==> src/rtl/alu_ctrl_pkg.sv <==
// Shared definitions for the ALU command path: opcode map, sequencer
// state encoding and a small opcode classification helper.
package alu_ctrl_pkg;

    // ALU_Unit opcodes 0-13, plus two sequencer-only commands
    localparam logic [3:0] OP_AND  = 4'd0;
    localparam logic [3:0] OP_OR   = 4'd1;
    localparam logic [3:0] OP_NAND = 4'd2;
    localparam logic [3:0] OP_NOR  = 4'd3;
    localparam logic [3:0] OP_XOR  = 4'd4;
    localparam logic [3:0] OP_CMA  = 4'd5;
    localparam logic [3:0] OP_INC  = 4'd6;
    localparam logic [3:0] OP_DEC  = 4'd7;
    localparam logic [3:0] OP_ADD  = 4'd8;
    localparam logic [3:0] OP_SUB  = 4'd9;
    localparam logic [3:0] OP_MUL  = 4'd10;
    localparam logic [3:0] OP_SHR  = 4'd11;
    localparam logic [3:0] OP_SHL  = 4'd12;
    localparam logic [3:0] OP_ASR  = 4'd13;
    localparam logic [3:0] OP_LOAD = 4'd14;
    localparam logic [3:0] OP_READ = 4'd15;

    typedef enum logic [1:0] {
        S_IDLE = 2'd0,
        S_EXEC = 2'd1,
        S_WAIT = 2'd2,
        S_RESP = 2'd3
    } state_t;

    // Only ADD and SUB take the ALU carry into the Carry flag
    function automatic logic op_updates_carry(input logic [3:0] op);
        return (op == OP_ADD) || (op == OP_SUB);
    endfunction

endpackage

==> src/rtl/alu_cmd_sequencer_if.sv <==
// Bundle of the command port, the ALU_Unit side-band and the response port
// of alu_cmd_sequencer. The sequencer uses the slave view; the surrounding
// logic (decoder, ALU_Unit, response sink) uses the master view.
//
// Handshake rule for both Cmd and Rsp: a transfer occurs on a rising clock
// edge where valid && ready are both 1. While valid is 1 and ready is 0 the
// source keeps valid high and its payload unchanged; ready may be asserted
// independently of valid.
interface alu_cmd_sequencer_if #(
    parameter int WIDTH = 8
);
    logic             CmdValid;
    logic             CmdReady;
    logic [3:0]       CmdOp;
    logic [WIDTH-1:0] CmdData;

    logic [WIDTH-1:0] AluIn1;
    logic [WIDTH-1:0] AluIn2;
    logic [3:0]       AluOp;
    logic [WIDTH-1:0] AluResult;
    logic             AluCout;

    logic             RspValid;
    logic             RspReady;
    logic [WIDTH-1:0] RspData;
    logic             RspZero;
    logic             RspCarry;

    modport slave (
        input  CmdValid, CmdOp, CmdData, AluResult, AluCout, RspReady,
        output CmdReady, AluIn1, AluIn2, AluOp, RspValid, RspData, RspZero, RspCarry
    );

    modport master (
        output CmdValid, CmdOp, CmdData, AluResult, AluCout, RspReady,
        input  CmdReady, AluIn1, AluIn2, AluOp, RspValid, RspData, RspZero, RspCarry
    );

endinterface

==> src/rtl/alu_cmd_sequencer.sv <==
// Command-level controller for the ALU_Unit datapath. Holds the accumulator
// (AC) and Carry flag, feeds AC and the latched command to the ALU, writes
// the ALU result back into AC and returns AC plus flags as a response.
// One command is in flight at a time; new commands wait on CmdReady.
module alu_cmd_sequencer
    import alu_ctrl_pkg::*;
#(
    parameter int WIDTH       = 8,
    parameter int ALU_LATENCY = 0
) (
    input  logic               Clk,
    input  logic               Reset,
    alu_cmd_sequencer_if.slave bus,
    output state_t             o_dbg_state
);

    localparam int CNT_W = (ALU_LATENCY > 1) ? $clog2(ALU_LATENCY + 1) : 1;
    localparam logic [CNT_W-1:0] LAT_INIT = CNT_W'(ALU_LATENCY);

    state_t           r_state;
    state_t           w_state_nxt;
    logic [WIDTH-1:0] r_ac;
    logic             r_carry;
    logic [3:0]       r_op;
    logic [WIDTH-1:0] r_data;
    logic [CNT_W-1:0] r_wait_cnt;

    logic             w_accept;
    logic             w_capture;

    // Command accepted only while idle; capture on the last ALU wait cycle
    always_comb begin
        w_accept  = (r_state == S_IDLE) && bus.CmdValid;
        w_capture = 1'b0;
        if (ALU_LATENCY == 0) begin
            w_capture = (r_state == S_EXEC);
        end else begin
            w_capture = (r_state == S_WAIT) && (r_wait_cnt == CNT_W'(1));
        end
    end

    // State register
    always_ff @(posedge Clk) begin
        if (Reset) begin
            r_state <= S_IDLE;
        end else begin
            r_state <= w_state_nxt;
        end
    end

    // Next-state logic
    always_comb begin
        w_state_nxt = r_state;
        case (r_state)
            S_IDLE: if (bus.CmdValid) w_state_nxt = S_EXEC;
            S_EXEC: w_state_nxt = (ALU_LATENCY == 0) ? S_RESP : S_WAIT;
            S_WAIT: if (w_capture) w_state_nxt = S_RESP;
            S_RESP: if (bus.RspReady) w_state_nxt = S_IDLE;
            default: w_state_nxt = S_IDLE;
        endcase
    end

    // Outputs: ALU is always fed from AC and the command latches, so its
    // inputs only move when AC is captured or a new command is accepted
    always_comb begin
        bus.CmdReady = (r_state == S_IDLE);
        bus.RspValid = (r_state == S_RESP);
        bus.RspData  = r_ac;
        bus.RspZero  = (r_ac == '0);
        bus.RspCarry = r_carry;
        bus.AluIn1   = r_ac;
        bus.AluIn2   = r_data;
        bus.AluOp    = r_op;
        o_dbg_state  = r_state;
    end

    // Datapath: command latches, ALU wait counter, AC and Carry write-back
    always_ff @(posedge Clk) begin
        if (Reset) begin
            r_ac       <= '0;
            r_carry    <= 1'b0;
            r_op       <= OP_AND;
            r_data     <= '0;
            r_wait_cnt <= '0;
        end else begin
            if (w_accept) begin
                r_op   <= bus.CmdOp;
                r_data <= bus.CmdData;
            end

            if (r_state == S_EXEC) begin
                r_wait_cnt <= LAT_INIT;
            end else if (r_state == S_WAIT) begin
                r_wait_cnt <= r_wait_cnt - CNT_W'(1);
            end

            if (w_capture) begin
                case (r_op)
                    OP_LOAD: begin
                        r_ac    <= r_data;
                        r_carry <= 1'b0;
                    end
                    OP_READ: begin
                    end
                    default: begin
                        r_ac <= bus.AluResult;
                        if (op_updates_carry(r_op)) begin
                            r_carry <= bus.AluCout;
                        end
                    end
                endcase
            end
        end
    end

endmodule

==> src/flat_wrapper.sv <==
// flat-port wrapper written by rule: the top's interface ports become plain ports
module alu_cmd_sequencer_flat import alu_ctrl_pkg::*;
#(
    parameter int WIDTH       = 8,
    parameter int ALU_LATENCY = 0
)
  (Clk, Reset, o_dbg_state, bus_CmdValid, bus_CmdOp, bus_CmdData, bus_AluResult, bus_AluCout, bus_RspReady, bus_CmdReady, bus_AluIn1, bus_AluIn2, bus_AluOp, bus_RspValid, bus_RspData, bus_RspZero, bus_RspCarry);
  alu_cmd_sequencer_if #(.WIDTH(WIDTH)) bus_i ();
  input  logic Clk;
  input  logic Reset;
  output state_t o_dbg_state;
  input wire logic [$bits(bus_i.CmdValid)-1:0] bus_CmdValid;
  input wire logic [$bits(bus_i.CmdOp)-1:0] bus_CmdOp;
  input wire logic [$bits(bus_i.CmdData)-1:0] bus_CmdData;
  input wire logic [$bits(bus_i.AluResult)-1:0] bus_AluResult;
  input wire logic [$bits(bus_i.AluCout)-1:0] bus_AluCout;
  input wire logic [$bits(bus_i.RspReady)-1:0] bus_RspReady;
  output wire logic [$bits(bus_i.CmdReady)-1:0] bus_CmdReady;
  output wire logic [$bits(bus_i.AluIn1)-1:0] bus_AluIn1;
  output wire logic [$bits(bus_i.AluIn2)-1:0] bus_AluIn2;
  output wire logic [$bits(bus_i.AluOp)-1:0] bus_AluOp;
  output wire logic [$bits(bus_i.RspValid)-1:0] bus_RspValid;
  output wire logic [$bits(bus_i.RspData)-1:0] bus_RspData;
  output wire logic [$bits(bus_i.RspZero)-1:0] bus_RspZero;
  output wire logic [$bits(bus_i.RspCarry)-1:0] bus_RspCarry;
  assign bus_i.CmdValid = bus_CmdValid;
  assign bus_i.CmdOp = bus_CmdOp;
  assign bus_i.CmdData = bus_CmdData;
  assign bus_i.AluResult = bus_AluResult;
  assign bus_i.AluCout = bus_AluCout;
  assign bus_i.RspReady = bus_RspReady;
  assign bus_CmdReady = bus_i.CmdReady;
  assign bus_AluIn1 = bus_i.AluIn1;
  assign bus_AluIn2 = bus_i.AluIn2;
  assign bus_AluOp = bus_i.AluOp;
  assign bus_RspValid = bus_i.RspValid;
  assign bus_RspData = bus_i.RspData;
  assign bus_RspZero = bus_i.RspZero;
  assign bus_RspCarry = bus_i.RspCarry;
  alu_cmd_sequencer #(.WIDTH(WIDTH), .ALU_LATENCY(ALU_LATENCY)) u_core (.Clk(Clk), .Reset(Reset), .bus(bus_i), .o_dbg_state(o_dbg_state));
endmodule
==> config.mk <==
export PLATFORM = sky130hd
export DESIGN_NAME = alu_cmd_sequencer_flat
export DESIGN_NICKNAME = d
export VERILOG_FILES = /design/src/rtl/alu_ctrl_pkg.sv /design/src/rtl/alu_cmd_sequencer_if.sv /design/src/rtl/alu_cmd_sequencer.sv /design/src/flat_wrapper.sv
export SDC_FILE = /design/constraint.sdc
export NUM_CORES = 1
export LEC_CHECK = 0
export BUFFER_PORTS_ARGS = -buffer_cell sky130_fd_sc_hd__buf_4
export CORE_UTILIZATION = 40
export CTS_BUF_LIST = sky130_fd_sc_hd__clkbuf_16
export CTS_CLUSTER_DIAMETER = 80
export DETAILED_ROUTE_END_ITERATION = 6
export GPL_ROUTABILITY_DRIVEN = 0
export GPL_TIMING_DRIVEN = 1
export PLACE_DENSITY_LB_ADDON = 0.15
export SYNTH_ARGS = -nofsm -noshare
export SYNTH_HDL_FRONTEND = slang
export SYNTH_SLANG_ARGS = --single-unit
==> constraint.sdc <==
create_clock -name Clk -period 1.2 [get_ports Clk]
set_input_delay 0 -clock Clk [delete_from_list [all_inputs] [get_ports Clk]]
set_output_delay 0 -clock Clk [all_outputs]
set_load 0.05 [all_outputs]
==> metrics.md <==
| Metric | Value |
|---|---|
| Status | `complete, but fails checks` |
| Failing checks | `negative hold slack, negative setup slack` |
| 1st-iter DRT viols | `12` |
| DRT antenna net count | `0` |
| EDFF count, synth | `0` |
| Lkg Pwr | `0.0008469 uW` |
| Worst-path fanout max | `2` |
| Synth Area in Adders | `0%` |
| CP startpoint | `u_core.bus.AluIn1[0]` |
| Die Span X | `54.97 um` |
| I/O Buffers | `58` |
| Number of global-route vias before repair | `939` |
| DIE AREA | `0.003022 sq mm` |
| Largest net degree at the start of global routing | `25` |
| RSZ-0062 raised after global routing | `yes` |
| Dpl cells | `183` |
| Commonest non-fill, non-tap cells in the layout | `buf_4, mux2i_1, nor2_1` |
| Post-synthesis xor/xnor area fraction | `0%` |
| Count of cell types in the netlist | `23` |
| FF+latch count, synth | `23` |
| Hold_sp | `bus_CmdData[6]` |
| Syn_area_per_cell | `10.69 sq um` |
| CTS clock-pin slew for the worst setup and hold paths | `0.06 ns` |
| FF-to-FF setup slack | `0 ns` |
| Cells after synthesis | `105` |
| Worst-Margin Slew | `0.2796 ns` |
| Core ar. | `0.002567 sq mm` |
| Ys Warns | `0` |
| # clock sinks | `23` |
| First-pass GRT wire length | `4.291 mm` |
| Largest cells by area after synthesis | `dfxtp_1, mux2i_1, a211oi_2` |
| FFs w/ async S/R, synth | `0%` |
| DRT Pass-1 Iters | `6` |
| Pre-CTS WS | `0.02918 ns` |
| Crit path capture | `bus_RspZero` |
| Crit path capture type | `output port` |
| Setup tns final | `-0.1877 ns` |
| Post-Syn Area | `0.001122 sq mm` |
| Proportion of synthesized area in mux cells | `18.73%` |
| Primary FF master, synth | `dfxtp_1` |
| Max-cap viol count | `0` |
| FP Rows | `18` |
| Most common cell after layout, fill and taps aside | `buf_4` |
| Worst R2R Start | `u_core.bus.AluOp[0]` |
| Die Y | `54.97 um` |
| Tmin final | `1.382 ns` |
| Final non-filler cell total | `203` |
| Hold Crit Class | `input pin to flop` |
| Critical Path AT | `1.38 ns` |
| Vias per Instance | `4.980` |
| Post-synthesis compound-gate area fraction | `14.94%` |
| Clock root cell | `clkbuf_16` |
| Clock Skew | `0.003517 ns` |
| H-tree depth | `1` |
| Final hold violations | `1` |
| Layout Area Growth over Synthesis | `65.33%` |
| Synthesized Nets | `130` |
| CP startpoint kind | `flop` |
| Sequential area share after synthesis | `41.03%` |
| Leading area contributor after synthesis | `dfxtp_1` |
| Placed cell area | `0.001588 sq mm` |
| WL final | `2.782 mm` |
| CTS tree | `done` |
| Skew-Pair Late Insertion Delay | `0.25 ns` |
| Relative slew slack | `81.36%` |
| CTS Buf Count | `3` |
| Final Cycle Share | `115.2%` |
| Worst Reg2Reg Path Length in Cells | `4` |
| Post-Synth Simple-Gate Area | `15.61%` |
| FF-to-FF End | `u_core.bus.AluIn1[3]` |
| Final total power | `2621 uW` |
| Min Hold Slack | `-0.006324 ns` |
| Post-route setup slack | `-0.1824 ns` |
| Post-route cell area | `0.001856 sq mm` |
| WL per Instance | `13.70 um` |
| Detailed-route DRC error count | `0` |
| Overall via count from detail_route | `1011` |
| Max-slew violation count | `0` |
| Diodes inserted | `0` |
| Max rail drop VDD | `0.001043 V` |
| Share of cells above drive strength 1 | `61.85%` |
| Largest family of logic cells by synthesized area | `multiplexers` |
| IO Pins | `59` |
| Critical path class | `flop to output port` |
| GRT overflow | `0` |
| Fmax | `0.7234 GHz` |
| Nets | `199` |
| Setup-failing EPs final | `3` |
| Worst endpoint required time | `1.20 ns` |
| Hpwl dp | `1.879 mm` |
| Synth top area share | `41.03%` |
| Initial antenna violation count | `0` |
| Initial Util | `43.71%` |
| Clock Path Buffers | `2` |
| Gr usage total | `20.79%` |
| PwrDens | `1413 mW/mm^2` |
## state kept, by name (all words and copies together) (netlist names)
signal               count
u_core.o_dbg_state       2
u_core.bus.AluIn1        8
u_core.bus.AluOp         4
u_core.bus.AluIn2        8
u_core.bus.RspCarry      1
## per-layer routing
layer | global-route usage, % | routed length (um)
met1 | 26.21 | 1265
met2 | 31.53 | 1288
met3 | 6.831 | 198
met4 | 10.42 | 29
met5 | 0 | 0
## power breakdown
| part | switching (uW) | internal [uW] | leakage, uW |
|---|---|---|---|
| logic | 599 | 400 | 0.000608 |
| registers | 78.8 | 835 | 0.000196 |
| clock network | 264 | 444 | 0.0000423 |
| total | 942 | 1680 | 0.000847 |
## cell usage after synthesis (2+ instances only)
master / n
or4_1: 2
mux2i_1: 21
a211oi_2: 8
buf_4: 9
nor2_1: 15
a21oi_1: 9
dfxtp_1: 23
buf_6: 3
## layout make-up
cell class              count  area, sq um
clock buffers               3        75.07
clock inverters             1        3.754
fillers                   194        711.9
multi-input cells          68        601.8
flip-flops and latches     23        496.7
well taps                  30        37.54
repair buffers             78        640.6
## cells by family (layout without fill, tap and decap cells)
logic type             after synthesis  after routing
and+or+nand+nor                     27             27
DFF                                 23             23
muxes                               21             21
AOI/OAI and AO/OA                   20             20
buffers and inverters               14             82
## critical path, stage by stage (launching register included)
cell,delay (ns)
dfxtp_4,0.34
or4_4,0.54
nor2_4,0.10
buf_8,0.15
## through the flow
stage / util (%) / hold WS [ns]
2_1_floorplan: - / 0.05542
3_3_place_gp: 61.84 / 0.1841
3_5_place_dp: 61.84 / 0.1915
4_1_cts: 70.37 / 0.004829
5_1_grt: 72.27 / 0.02450
6_report: 72.27 / -0.006324
## repair_timing
| item | in CTS | in global routing |
|---|---|---|
| hold endpoints to repair | 11 | 0 |
| resized for setup | 2 | 10 |
| cloned | 0 | 1 |
| buffers inserted | 3 | 1 |
| hold buffers | 11 | 0 |
| pin swaps | 3 | 10 |
| endpoints found under the setup margin | 3 | 12 |
## how the worst min path moves through the flow
stage	endpoint	slack (ns)	depth (start not counted)
after floorplan	u_core.bus.AluIn1[7]	0.06	1
after global placement	u_core.o_dbg_state[1]	0.18	2
after detailed placement	u_core.o_dbg_state[1]	0.19	2
after CTS	u_core.bus.AluIn2[6]	0.005	3
after global routing	u_core.bus.AluIn2[6]	0.02	3
final	u_core.bus.AluIn2[6]	-0.006	3
Note: power is estimated with default switching activity, not from simulation.
